<file path="src/rtl/rv_timer_pkg.sv">
// Shared types, register map and helpers for the rv_timer memory-mapped timer.
// The optional capture unit is enabled by defining RV_TIMER_CAPTURE_EN.
package rv_timer_pkg;

  typedef logic [31:0] u32_t;
  typedef logic [3:0]  u4_t;
  typedef logic [4:0]  u5_t;

  localparam u32_t TMR_BASE = 32'hffff_0040;

  localparam u5_t TMR_COUNT   = 5'h00;
  localparam u5_t TMR_CMP     = 5'h04;
  localparam u5_t TMR_CTRL    = 5'h08;
  localparam u5_t TMR_STATUS  = 5'h0c;
  localparam u5_t TMR_PRESC   = 5'h10;
  localparam u5_t TMR_CAPTURE = 5'h14;

  localparam int CTRL_EN       = 0;
  localparam int CTRL_IE       = 1;
  localparam int CTRL_AUTO_CLR = 2;
  localparam int STAT_MATCH    = 0;
  localparam int STAT_CAP      = 1;

  // Replace each byte of old_v whose lane enable is set.
  function automatic u32_t byte_merge(u32_t old_v, u32_t new_v, u4_t be);
    u32_t r;
    r = old_v;
    for (int i = 0; i < 4; i++) begin
      if (be[i]) r[8*i +: 8] = new_v[8*i +: 8];
    end
    return r;
  endfunction

endpackage

</file>
<file path="src/rtl/rv_timer_if.sv">
// Data-bus slice seen by the timer: chip select, offset, strobes and data.
interface rv_timer_if;
  import rv_timer_pkg::*;

  logic cs;
  u5_t  adr;
  logic re;
  u4_t  we;
  u32_t dw;
  u32_t dr;

  modport master (output cs, adr, re, we, dw, input dr);
  modport slave  (input cs, adr, re, we, dw, output dr);
endinterface

</file>
<file path="src/rtl/rv_timer_presc.sv">
// Prescaler: counts 0..presc_i while enabled and pulses tick_o on the terminal count.
module rv_timer_presc #(
  parameter int PRESCALE_W = 16
) (
  input  logic                  clk,
  input  logic                  reset,
  input  logic                  en_i,
  input  logic                  clr_i,
  input  logic [PRESCALE_W-1:0] presc_i,
  output logic                  tick_o
);

  logic [PRESCALE_W-1:0] pcnt_q, pcnt_d;

  assign tick_o = en_i && (pcnt_q == presc_i);

  always_comb begin
    pcnt_d = pcnt_q;
    if (clr_i)       pcnt_d = '0;
    else if (tick_o) pcnt_d = '0;
    else if (en_i)   pcnt_d = pcnt_q + 1'b1;
  end

  // NOTE: state registers use non-blocking assignment so every flop samples
  // the pre-edge values of the others; blocking here would create order races.
  always_ff @(posedge clk or posedge reset) begin
    if (reset) pcnt_q <= '0;
    else       pcnt_q <= pcnt_d;
  end

endmodule

</file>
<file path="src/rtl/rv_timer.sv">
// rv_timer: prescaled 32-bit counter with compare/match, level irq and registered reads.
// Define RV_TIMER_CAPTURE_EN to add the cap_in input capture unit.
module rv_timer
  import rv_timer_pkg::*;
#(
  parameter int   PRESCALE_W = 16,
  parameter u32_t RESET_CMP  = 32'hffff_ffff
) (
  input  logic       clk,
  input  logic       reset,
  rv_timer_if.slave  bus,
`ifdef RV_TIMER_CAPTURE_EN
  input  logic       cap_in,
`endif
  output logic       irq
);

  u32_t                  count_q, count_d;
  u32_t                  cmp_q, cmp_d;
  logic [2:0]            ctrl_q, ctrl_d;
  logic                  match_q, match_d;
  logic [PRESCALE_W-1:0] presc_q, presc_d;
  u32_t                  dr_q, dr_d;
  u32_t                  presc_wr, rdata;
  u5_t                   word_adr;
  logic                  wr_any, wr_count, wr_cmp, wr_ctrl, wr_status, wr_presc;
  logic                  tick, hit, cap_flag, cap_clr;
  u32_t                  capture_val;
  logic                  unused_bits;

  rv_timer_presc #(.PRESCALE_W(PRESCALE_W)) u_presc (
    .clk     (clk),
    .reset   (reset),
    .en_i    (ctrl_q[CTRL_EN]),
    .clr_i   (wr_count | wr_presc),
    .presc_i (presc_q),
    .tick_o  (tick)
  );

  assign word_adr    = {bus.adr[4:2], 2'b00};
  assign wr_any      = bus.cs && (bus.we != 4'b0000);
  assign wr_count    = wr_any && (word_adr == TMR_COUNT);
  assign wr_cmp      = wr_any && (word_adr == TMR_CMP);
  assign wr_ctrl     = wr_any && (word_adr == TMR_CTRL);
  assign wr_status   = wr_any && (word_adr == TMR_STATUS);
  assign wr_presc    = wr_any && (word_adr == TMR_PRESC);
  assign hit         = tick && (count_q == cmp_q);
  assign cap_clr     = wr_status && bus.we[0] && bus.dw[STAT_CAP];
  assign presc_wr    = byte_merge(32'(presc_q), bus.dw, bus.we);
  assign unused_bits = ^{bus.adr[1:0], presc_wr};

  // NOTE: every always_comb output gets a default first, so no path leaves it
  // unassigned and no latch is inferred.
  always_comb begin
    count_d = count_q;
    cmp_d   = cmp_q;
    ctrl_d  = ctrl_q;
    presc_d = presc_q;
    // A bus write to COUNT wins over both increment and auto-clear.
    if (wr_count)                          count_d = byte_merge(count_q, bus.dw, bus.we);
    else if (hit && ctrl_q[CTRL_AUTO_CLR]) count_d = '0;
    else if (tick)                         count_d = count_q + 32'd1;
    if (wr_cmp)                  cmp_d   = byte_merge(cmp_q, bus.dw, bus.we);
    if (wr_ctrl && bus.we[0])    ctrl_d  = bus.dw[2:0];
    if (wr_presc)                presc_d = presc_wr[PRESCALE_W-1:0];
    // A match in the same cycle as its W1C keeps the flag set.
    match_d = hit | (match_q & ~(wr_status && bus.we[0] && bus.dw[STAT_MATCH]));
  end

  always_comb begin
    rdata = '0;
    case (word_adr)
      TMR_COUNT:   rdata = count_q;
      TMR_CMP:     rdata = cmp_q;
      TMR_CTRL:    rdata = {29'b0, ctrl_q};
      TMR_STATUS:  rdata = {30'b0, cap_flag, match_q};
      TMR_PRESC:   rdata = 32'(presc_q);
      TMR_CAPTURE: rdata = capture_val;
      default:     rdata = '0;
    endcase
    dr_d = (bus.cs && bus.re) ? rdata : dr_q;
  end

  always_ff @(posedge clk or posedge reset) begin
    if (reset) begin
      count_q <= '0;
      cmp_q   <= RESET_CMP;
      ctrl_q  <= '0;
      match_q <= 1'b0;
      presc_q <= '0;
      dr_q    <= '0;
    end else begin
      count_q <= count_d;
      cmp_q   <= cmp_d;
      ctrl_q  <= ctrl_d;
      match_q <= match_d;
      presc_q <= presc_d;
      dr_q    <= dr_d;
    end
  end

`ifdef RV_TIMER_CAPTURE_EN
  // Two synchronizer stages plus one history stage for rising-edge detection.
  logic [2:0] cap_sync_q;
  logic       cap_q, cap_edge;
  u32_t       capture_q;

  assign cap_edge = cap_sync_q[1] & ~cap_sync_q[2];

  always_ff @(posedge clk or posedge reset) begin
    if (reset) begin
      cap_sync_q <= '0;
      cap_q      <= 1'b0;
      capture_q  <= '0;
    end else begin
      cap_sync_q <= {cap_sync_q[1:0], cap_in};
      cap_q      <= cap_edge | (cap_q & ~cap_clr);
      if (cap_edge) capture_q <= count_q;
    end
  end

  assign cap_flag    = cap_q;
  assign capture_val = capture_q;
`else
  logic unused_cap;
  assign unused_cap  = cap_clr;
  assign cap_flag    = 1'b0;
  assign capture_val = '0;
`endif

  assign bus.dr = dr_q;
  assign irq    = match_q & ctrl_q[CTRL_IE];

endmodule

</file>
<file path="src/flat_wrapper.sv">
// flat-port wrapper written by rule: the top's interface ports become plain ports
module rv_timer_flat import rv_timer_pkg::*;
#(
  parameter int   PRESCALE_W = 16,
  parameter u32_t RESET_CMP  = 32'hffff_ffff
)
  (clk, reset, irq, bus_cs, bus_adr, bus_re, bus_we, bus_dw, bus_dr);
  rv_timer_if bus_i ();
  input  logic clk;
  input  logic reset;
  output logic irq;
  input wire logic [$bits(bus_i.cs)-1:0] bus_cs;
  input wire logic [$bits(bus_i.adr)-1:0] bus_adr;
  input wire logic [$bits(bus_i.re)-1:0] bus_re;
  input wire logic [$bits(bus_i.we)-1:0] bus_we;
  input wire logic [$bits(bus_i.dw)-1:0] bus_dw;
  output wire logic [$bits(bus_i.dr)-1:0] bus_dr;
  assign bus_i.cs = bus_cs;
  assign bus_i.adr = bus_adr;
  assign bus_i.re = bus_re;
  assign bus_i.we = bus_we;
  assign bus_i.dw = bus_dw;
  assign bus_dr = bus_i.dr;
  rv_timer #(.PRESCALE_W(PRESCALE_W), .RESET_CMP(RESET_CMP)) u_core (.clk(clk), .reset(reset), .bus(bus_i), .irq(irq));
endmodule
</file>
<file path="config.mk">
export PLATFORM = sky130hd
export DESIGN_NAME = rv_timer_flat
export DESIGN_NICKNAME = d
export VERILOG_FILES = /design/src/rtl/rv_timer_pkg.sv /design/src/rtl/rv_timer_if.sv /design/src/rtl/rv_timer_presc.sv /design/src/rtl/rv_timer.sv /design/src/flat_wrapper.sv
export SDC_FILE = /design/constraint.sdc
export NUM_CORES = 1
export LEC_CHECK = 0
export ABC_AREA = 1
export CAP_MARGIN = 30
export CORE_MARGIN = 5
export CORE_UTILIZATION = 50
export CTS_BUF_LIST = sky130_fd_sc_hd__clkbuf_4
export DETAILED_ROUTE_END_ITERATION = 10
export GPL_TIMING_DRIVEN = 0
export PLACE_DENSITY = 0.79
export RECOVER_POWER = 25
export SLEW_MARGIN = 20
export SYNTH_ARGS = -nofsm -noshare
export SYNTH_HDL_FRONTEND = slang
export SYNTH_SLANG_ARGS = --single-unit
export TNS_END_PERCENT = 100
</file>
<file path="constraint.sdc">
create_clock -name clk -period 9.2 [get_ports clk]
set_input_delay 0.92 -clock clk [delete_from_list [all_inputs] [get_ports clk]]
set_output_delay 0.92 -clock clk [all_outputs]
set_load 0.05 [all_outputs]
</file>
-- Word level (Yosys, flattened, before mapping)
Cells that the tools add are included.
- output and inout bits: 33
- memory bits (read-only): 0
- memories kept: 0
- word-level logic and storage cells: 69
- bits of input ports: 45
- RAM bits: 0
- latch bits: 0
- flip-flop bits (word level): 132
- add/subtract/negate cells: 2
- bitwise operators: 5
- multiply operators: 0
- reductions and logical operators: 27
- $lt $le $gt $ge: 0
- div/mod/pow operators: 0
- shift-type cells: 0
- multiplexer cells: 11
- equal/unequal tests: 10
- operators with widths (operator ; number):
    32-bit one-hot mux with 5 select lines ; 1
    32-bit two-way mux ; 3
    16-bit two-way mux ; 3
    32-bit by 1-bit adder with 32-bit output, second input constant ; 1
    32-bit equality test ; 1
    8-bit two-way mux ; 4
    2-bit AND reduction ; 10
    16-bit by 1-bit adder with 16-bit output, second input constant ; 1
    16-bit equality test ; 1
    1-bit logical AND ; 13
    2-bit != test, second input constant ; 4
    3-bit by 2-bit equality test with 1-bit output, second input constant ; 2
    3-bit nonzero test ; 2
    5-bit logical NOT ; 1
    4-bit nonzero test ; 1
    3-bit by 1-bit equality test with 1-bit output, second input constant ; 1
    3-bit equality test, second input constant ; 1
    1-bit bitwise AND ; 2
    1-bit bitwise OR ; 2
    1-bit inverter ; 1

-- Depth between registers and ports, before layout
Gate-level depths: netlist (run 1).
- depth in word-level cells: 8
- mapped depth: 14
- depth with buffers taken out: 13

-- Modules after synthesis
Synthesis (run 1) repeated with hierarchy kept, for this count alone.
- cells, all modules: 1183
- area, all modules: 8160.3 um2
- by module, submodules not included (module ; instances ; area an instance (um2) ; sequential area each (um2) ; cells an instance):
    rv_timer ; 1 ; 6876.6 ; 2942.8 ; 971
    rv_timer_presc ; 1 ; 1283.7 ; 400.4 ; 212

-- Worst setup path after synthesis (run 1)
Ideal clock, no wire load.
- path type: input port to flip-flop
- start: input port bus_adr[3]
- end: register u_core.count_q[31]
- slack: 7157 ps
- arrival time: 1970 ps
- setup time: 73 ps
- path buffers: 1
- required time: 9127 ps
- stages on the path: 8
- cells stage by stage: nor2_2 inv_2 nor2_4 nand2_2 nand4_1 clkbuf_1 o21ai_0 a21oi_2
- cells in the longest elaborated chain, start to end: 4
- elaborated cells on any way between the ends: 6
- classes of those cells: eq/ne: 1; mux: 1; reduce/logical: 4
- ends and longest elaborated chain (element ; RTL line ; source):
    start, declared ; flat_wrapper.sv:13 ; input wire logic [$bits(bus_i.adr)-1:0] bus_adr;
    5-bit logical NOT (*) ; rv_timer.sv:42 ; assign wr_count = wr_any && (word_adr == TMR_COUNT);
    1-bit logical AND (*) ; rv_timer.sv:42 ;
    2-bit != test (no source line) / 3-bit nonzero test (equally long branches) ; - ;
    2-bit AND reduction (no source line) ; - ;
    end signal, assigned ; rv_timer.sv:93 ; count_q <= count_d;
    end, declared ; rv_timer.sv:18 ; u32_t count_q, count_d;
Mark *: on every way between the ends. The rest lies on a longest branch, timed or not.
A chain may end at the register's enable or synchronous reset.

-- Final worst setup path (run 1)
- start: input port bus_adr[2]
- end: register u_core.cmp_q[4]
- cells in the longest elaborated chain, start to end: 3
- ends and longest elaborated chain (element ; RTL line ; source):
    3-bit by 1-bit equality test with 1-bit output ; rv_timer.sv:43 ; assign wr_cmp = wr_any && (word_adr == TMR_CMP);
    1-bit logical AND ; rv_timer.sv:43 ;
    2-bit AND reduction (no source line) ; - ;
    end signal, assigned ; rv_timer.sv:94 ; cmp_q <= cmp_d;
    end, declared ; rv_timer.sv:19 ; u32_t cmp_q, cmp_d;
Every way passes these cells.

==> run_results.csv, run 1 <==
group,metric,value,unit
outcome,status,"finished, violations left",
outcome,failed_checks,"max-capacitance violations, max-slew violations",
power_and_ir_drop,leakage,4.49,nW
worst_setup_path,cp-start-kind,"primary input",
worst_setup_path,r2r-start,"u_core.count_q[19]",
worst_setup_path,rr_worst_depth,12,
finish,final_area,9280,um^2
worst_setup_path,critical_path_required,9700,ps
place,place_area,9020,um^2
flow_run,cap_violations,1,
place,port_buffers,75,
global_route,grt_max_degree,89,
place,place_inst,1417,
finish,layout.cells.non_filler,1450,
sta,hold_violations,0,
sta,slew_headroom,-36.5,%
worst_setup_path,worstPathMaxFanout,10,
worst_setup_path,r2r-end,"u_core.count_q[25]",
synth,synth_seq_cells,132,
finish,regArea,3340,um^2
synth,yosysUniqueCellTypes,43,
clock_network,cts-htree-levels,4,
drt,drt_wl_total,24400,um
global_route,grt_pass1_vias,7620,
clock_network,post_cts_buffers,0,
global_route,gr-usage-met3,5.37,%
floorplanning,core_area,15800,um^2
worst_setup_path,setup.worst_path.end_class,"register",
synth,synthesis.area,7970,um^2
drt,wl_per_cell,16.8,um
floorplanning,rows,46,
global_route,grt_first_pass_wirelength,39400,um
sta,post-route-period-util,30.8,%
clock_network,clock_sinks,132,
synth,synthFlopType,"dfrtp_1",
finish,area_growth,16.4,%
synth,async_flop_share,100,%
floorplanning,initial_utilization,50.5,%
global_route,use_met1,39.6,%
worst_setup_path,critical_path_class,"in2reg",
floorplanning,dieArea,18600,um^2
drt,first_iter_violations,1049,
sta,worst_slew_pin_slew,2040,ps
drt,drc_errors,0,
sta,timing.final.crit_period,2830,ps
sta,setup_violations,0,
synth,synth_most_common_cell,"nand2_1",
finish,final_nets,1267,
finish,multi_input_area,3910,um^2
synth,ys_warn_count,0,
global_route,use_met2,41.4,%
clock_network,post_cts_resize_count,0,
global_route,top_usage_layer,"met2",
synth,synth_area_per_cell,7.08,um^2
power_and_ir_drop,p_per_area,207,nW/um^2
global_route,grt_usage,27.4,%
floorplanning,fp.dieH,136,um
drt,first_pass_iters,5,
synth,yosysTopAreaCell,"dfrtp_1",
drt,drtAntennaViolNets,0,
clock_network,clock_latency,580,ps
clock_network,clk_path_buf_depth,2,
synth,synth_nets,1172,
clock_network,hold_buffers,0,
finish,num-fill-cells,1501,
worst_setup_path,r2r_slack,7040,ps
sta,skew,17.9,ps
floorplanning,ios,78,
drt,vias_per_cell,5.47,
sta,drv_slew,45,
synth,synth_top_area_share,31.4,%
sta,fmax,0.353,GHz
synth,yosysSeqAreaShare,42.0,%
synth,yosys-top-cells-area,"dfrtp_1, nand2_1, dfstp_2",
global_route,gr-total-overflow,0,
place,dp_hpwl,18400,um
worst_setup_path,crit_start,"bus_adr[2]",
power_and_ir_drop,ir_drop,0.0000943,V
place,place_congestion,0.988,
min_path,hold_path_class,"reg2reg",
floorplanning,die_x,136,um
drt,route.vias.total,7928,
clock_network,clk_pin_slew,120,ps
sta,hold_ws,487,ps
clock_network,cts_tree,"yes",
sta,rsz0062_at_grt,"false",
worst_setup_path,endpoint,"u_core.cmp_q[4]",
clock_network,cts-root-buf,"clkbuf_4",
synth,synth_edf_count,0,
synth,synth_common_cells,"nand2_1, inv_1, nor2_1",
global_route,antenna_found_initial,1,
clock_network,cts_buffers,17,
synth,synth_cells,1125,
finish,drive_gt1_share,9.49,%
sta,fin_setup_tns,0,ps
worst_setup_path,arrival,3330,ps
-- critical path, cell delays in order --
cell and delay (ps):
clkdlybuf4s50_1 520, inv_1 80, nor3_1 660, and2_1 380, nand2_1 240, clkbuf_1 280, o21ai_0 230
-- power breakdown --
part	internal (mW)	leakage [nW]	switching [mW]
registers	0.719	1.58	0.122
logic	0.254	2.77	0.450
clock network	0.157	0.139	0.223
-- worst min path at each step --
| stage | startpoint | to | slack, ps | depth (start not counted) |
|---|---|---|---|---|
| 3_3_place_gp | u_core.bus.dr[27] | u_core.bus.dr[27] | 460 | 2 |
| 4_1_cts | u_core.bus.dr[22] | u_core.bus.dr[22] | 490 | 2 |
| 2_1_floorplan | u_core.cmp_q[26] | u_core.cmp_q[26] | 470 | 2 |
| 3_5_place_dp | u_core.bus.dr[18] | u_core.bus.dr[18] | 460 | 2 |
| 6_report | u_core.bus.dr[24] | u_core.bus.dr[24] | 490 | 2 |
| 5_1_grt | u_core.bus.dr[12] | u_core.bus.dr[12] | 520 | 2 |
-- stage by stage --
| stage | util (%) | total power [mW] | setup WS (ps) |
|---|---|---|---|
| final | 58.8 | 1.92 | 6370 |
| after global routing | 58.8 | 2.05 | 6160 |
| after CTS | 58.8 | 1.92 | 6400 |
| after detailed placement | 57.2 | 1.54 | 5820 |
| after global placement | 57.0 | 1.52 | 2810 |
| after floorplan | - | 1.33 | 4810 |
-- flip-flops by register name (all words and copies together), names as in the netlist --
signal / count
u_core.bus.dr: 32
u_core.cmp_q: 32
u_core.count_q: 32
u_core.ctrl_q: 3
u_core.match_q: 1
u_core.presc_q: 16
u_core.u_presc.pcnt_q: 16
-- layout by cell type, fill, tap and decap left out, types with 26 or more instances in the layout --
master,instances
nand2_1,330
inv_1,130
nor2_1,124
dfrtp_1,100
o21ai_0,83
clkdlybuf4s50_1,74
a21oi_1,72
nand3_1,37
xor2_1,32
dfstp_2,32
o22ai_1,30
nor3_1,26
-- kinds of logic (layout without fill, tap and decap cells) --
group,Yosys count,after routing,share of synthesized area (%)
fa+ha+maj,2,2,0.314
simple gates,584,584,31.9
other cells,0,1,0
flops,132,132,42.0
mux,1,1,0.141
compound gates,194,194,12.9
buf+inv,178,286,9.00
xor+xnor,34,34,3.74
-- area by class of cell --
type	count	area share, %
multi-input combinational	815	42.1
clock inverter	14	1.28
tap	216	2.91
sequential	132	36.0
inverter	142	5.76
clock buffer	18	1.46
buffer	36	1.98
antenna	1	0.0270
timing repair buffer	76	8.39
-- metal layers --
metal | vias up | routed length, um
met5 | - | 0
met4 | 0 | 482
met3 | 34 | 2160
met2 | 387 | 10800
met1 | 3708 | 10900
li1 | 3799 | -
(Power assumes the default switching activity.)
==> run 2, diff against run 1 <==
--- a/config.mk
+++ b/config.mk
@@ -12,7 +12,7 @@
 export CTS_BUF_LIST = sky130_fd_sc_hd__clkbuf_4
 export DETAILED_ROUTE_END_ITERATION = 10
 export GPL_TIMING_DRIVEN = 0
-export PLACE_DENSITY = 0.79
+export PLACE_DENSITY = 0.82
 export RECOVER_POWER = 25
 export SLEW_MARGIN = 20
 export SYNTH_ARGS = -nofsm -noshare
==> constraint.sdc (replaced) <==
create_clock -name clk -period 2.6 [get_ports clk]
set_input_delay 0.26 -clock clk [delete_from_list [all_inputs] [get_ports clk]]
set_output_delay 0.26 -clock clk [all_outputs]
set_load 0.05 [all_outputs]
==> run_results.csv, run 2 (synthesis results as in run 1) <==
group,metric,value,unit
floorplanning,core_area,15800,um^2
floorplanning,dieArea,18600,um^2
sta,hold_violations,0,
worst_setup_path,critical_path_required,3080,ps
finish,num-fill-cells,1525,
power_and_ir_drop,p_int,4.22,mW
min_path,worstHoldStart,"bus_dw[27]",
global_route,grt_first_pass_wirelength,39300,um
worst_setup_path,cp_slowest_cell,"nor3_1",
finish,drive_gt1_share,9.86,%
clock_network,cts_tree,"yes",
clock_network,clk_pin_slew,120,ps
place,port_buffers,75,
clock_network,clock_latency,580,ps
sta,slew_headroom,37.3,%
sta,setup_slack,369,ps
drt,drt_wl_total,24600,um
clock_network,cts-root-buf,"clkbuf_4",
worst_setup_path,critical_path_class,"in2reg",
worst_setup_path,worstPathMaxFanout,10,
floorplanning,initial_utilization,50.5,%
floorplanning,rows,46,
power_and_ir_drop,p_clk_share,22.4,%
worst_setup_path,arrival,2710,ps
global_route,grt_usage,27.3,%
drt,first_pass_iters,6,
flow_run,cap_violations,0,
place,dp_hpwl,18700,um
min_path,hold_depth,3,
drt,wl_per_cell,16.9,um
sta,post-route-period-util,85.8,%
clock_network,clock_sinks,132,
power_and_ir_drop,pwr-share-comb,35.4,%
clock_network,cts_buffers,17,
finish,layout_commonest_cell,"nand2_1",
clock_network,clk_path_buf_depth,2,
finish,regArea,3340,um^2
outcome,status,"completed",
sta,timing.final.crit_period,2230,ps
worst_setup_path,r2r-start,"u_core.count_q[19]",
floorplanning,ios,78,
power_and_ir_drop,power_switching,2.83,mW
power_and_ir_drop,ir_drop,0.000361,V
power_and_ir_drop,p_per_area,754,nW/um^2
power_and_ir_drop,p_total,7.06,mW
drt,drc_errors,0,
drt,route.vias.total,7983,
min_path,hold_path_class,"in2reg",
power_and_ir_drop,power_frac_seq,42.3,%
place,place_inst,1420,
clock_network,cts-htree-levels,4,
finish,multi_input_area,3910,um^2
worst_setup_path,crit_path_max_incr_delay,720,ps
sta,worst_slew_pin_slew,933,ps
sta,fmax,0.448,GHz
sta,setup_violations,0,
floorplanning,die_x,136,um
global_route,grt_max_degree,36,
floorplanning,fp.dieH,136,um
finish,area_growth,17.5,%
place,post-place-ws,-190,ps
drt,first_iter_violations,1032,
worst_setup_path,r2r-end,"u_core.count_q[25]",
min_path,hold_end,"u_core.cmp_q[27]",
worst_setup_path,setup.worst_path.end_class,"register",
drt,drtAntennaViolNets,0,
finish,postLayoutCoreUtil,59.4,%
worst_setup_path,cp-start-kind,"primary input",
finish,layout.cells.non_filler,1454,
worst_setup_path,rr_worst_depth,12,
worst_setup_path,r2r_slack,430,ps
global_route,gr-total-overflow,0,
global_route,grt_pass1_vias,7435,
finish,layout_common_cells,"nand2_1, inv_1, nor2_1, dfrtp_1, o21ai_0",
sta,drv_slew,0,
sta,rsz0062_at_grt,"false",
place,place_congestion,0.980,
finish,final_nets,1271,
global_route,antenna_found_initial,1,
power_and_ir_drop,leakage,4.53,nW
drt,vias_per_cell,5.49,
sta,skew,21.0,ps
worst_setup_path,worstPathCellList,"clkdlybuf4s50_1 -> inv_1 -> nor3_1 -> and2_1 -> nand2_1 -> clkbuf_1 -> o21ai_0",
power_and_ir_drop,power_switching_share,40.2,%
[run 2: cell types whose count changed in the layout (fill, tap and decap cells not counted), sizes merged]
cell,delta
clkinv,-4
bufinv,+2
clkbuf,+4
dlygate4sd3,+1
buf,+1
[run 2: area by class of cell]
type,instances,share of cell area [%]
Inverter,142,5.70
Tap cell,216,2.89
Timing Repair Buffer,80,8.66
Buffer,36,1.96
Multi-Input combinational cell,815,41.7
Clock buffer,20,1.60
Antenna cell,1,0.0267
Clock inverter,12,1.72
Sequential cell,132,35.7
[run 2: power by group through the flow]
stage                     sequential, mW  combinational, mW  clock (mW)
after floorplan                     3.11               1.59           0
after detailed placement            3.00               2.46           0
after global routing                3.04               2.79        1.67
after global placement              2.99               2.38           0
after CTS                           2.97               2.47        1.58
final                               2.98               2.50        1.58
[run 2: metrics by stage]
step,cell area (um^2),hold WS [ps],setup TNS [ps]
final,9370,241,0
after detailed placement,9070,464,-4770
after CTS,9400,236,0
after global placement,8990,466,-53950
after floorplan,7970,381,0
after global routing,9370,256,0
[run 2: worst max path at each step]
stage / startpoint / to / slack [ps] / depth (start not counted)
global route: bus_adr[2] / u_core.bus.dr[8] / 170 / 8
finish: bus_adr[2] / u_core.cmp_q[5] / 370 / 7
floorplan: reset / u_core.bus.dr[0] / 730 / 1
CTS: bus_adr[2] / u_core.cmp_q[5] / 380 / 7
detailed placement: bus_adr[2] / u_core.cmp_q[5] / -190 / 7
global placement: reset / u_core.bus.dr[19] / -530 / 2
[run 2: critical path, delay by kind of cell]
family,cells,cell delay (ps)
buffers and inverters,3,880
AOI/OAI and AO/OA,1,240
and+or+nand+nor,3,1330
[run 2: timing repair]
item                      in CTS  in global routing
setup buffers                  0                  0
hold endpoints to repair       9                  0
resized for setup              0                  0
hold buffers                   1                  0
[run 2: metal layers]
layer  GRT usage [%]  share of wire (%)  up-vias
li1                -                  -     3799
met1            40.7                 44     3773
met2            41.7                 46      372
met3            4.22                8.6       39
met4            6.83                1.5        0
met5               0                  0        -
==> run 3, diff against run 2 <==
--- a/config.mk
+++ b/config.mk
@@ -6,7 +6,7 @@
 export NUM_CORES = 1
 export LEC_CHECK = 0
 export ABC_AREA = 1
-export CAP_MARGIN = 30
+export CAP_MARGIN = 20
 export CORE_MARGIN = 5
 export CORE_UTILIZATION = 50
 export CTS_BUF_LIST = sky130_fd_sc_hd__clkbuf_4
==> results of run 3 <==
Same layout as run 2: the final DEF is identical, and so are final timing and power.
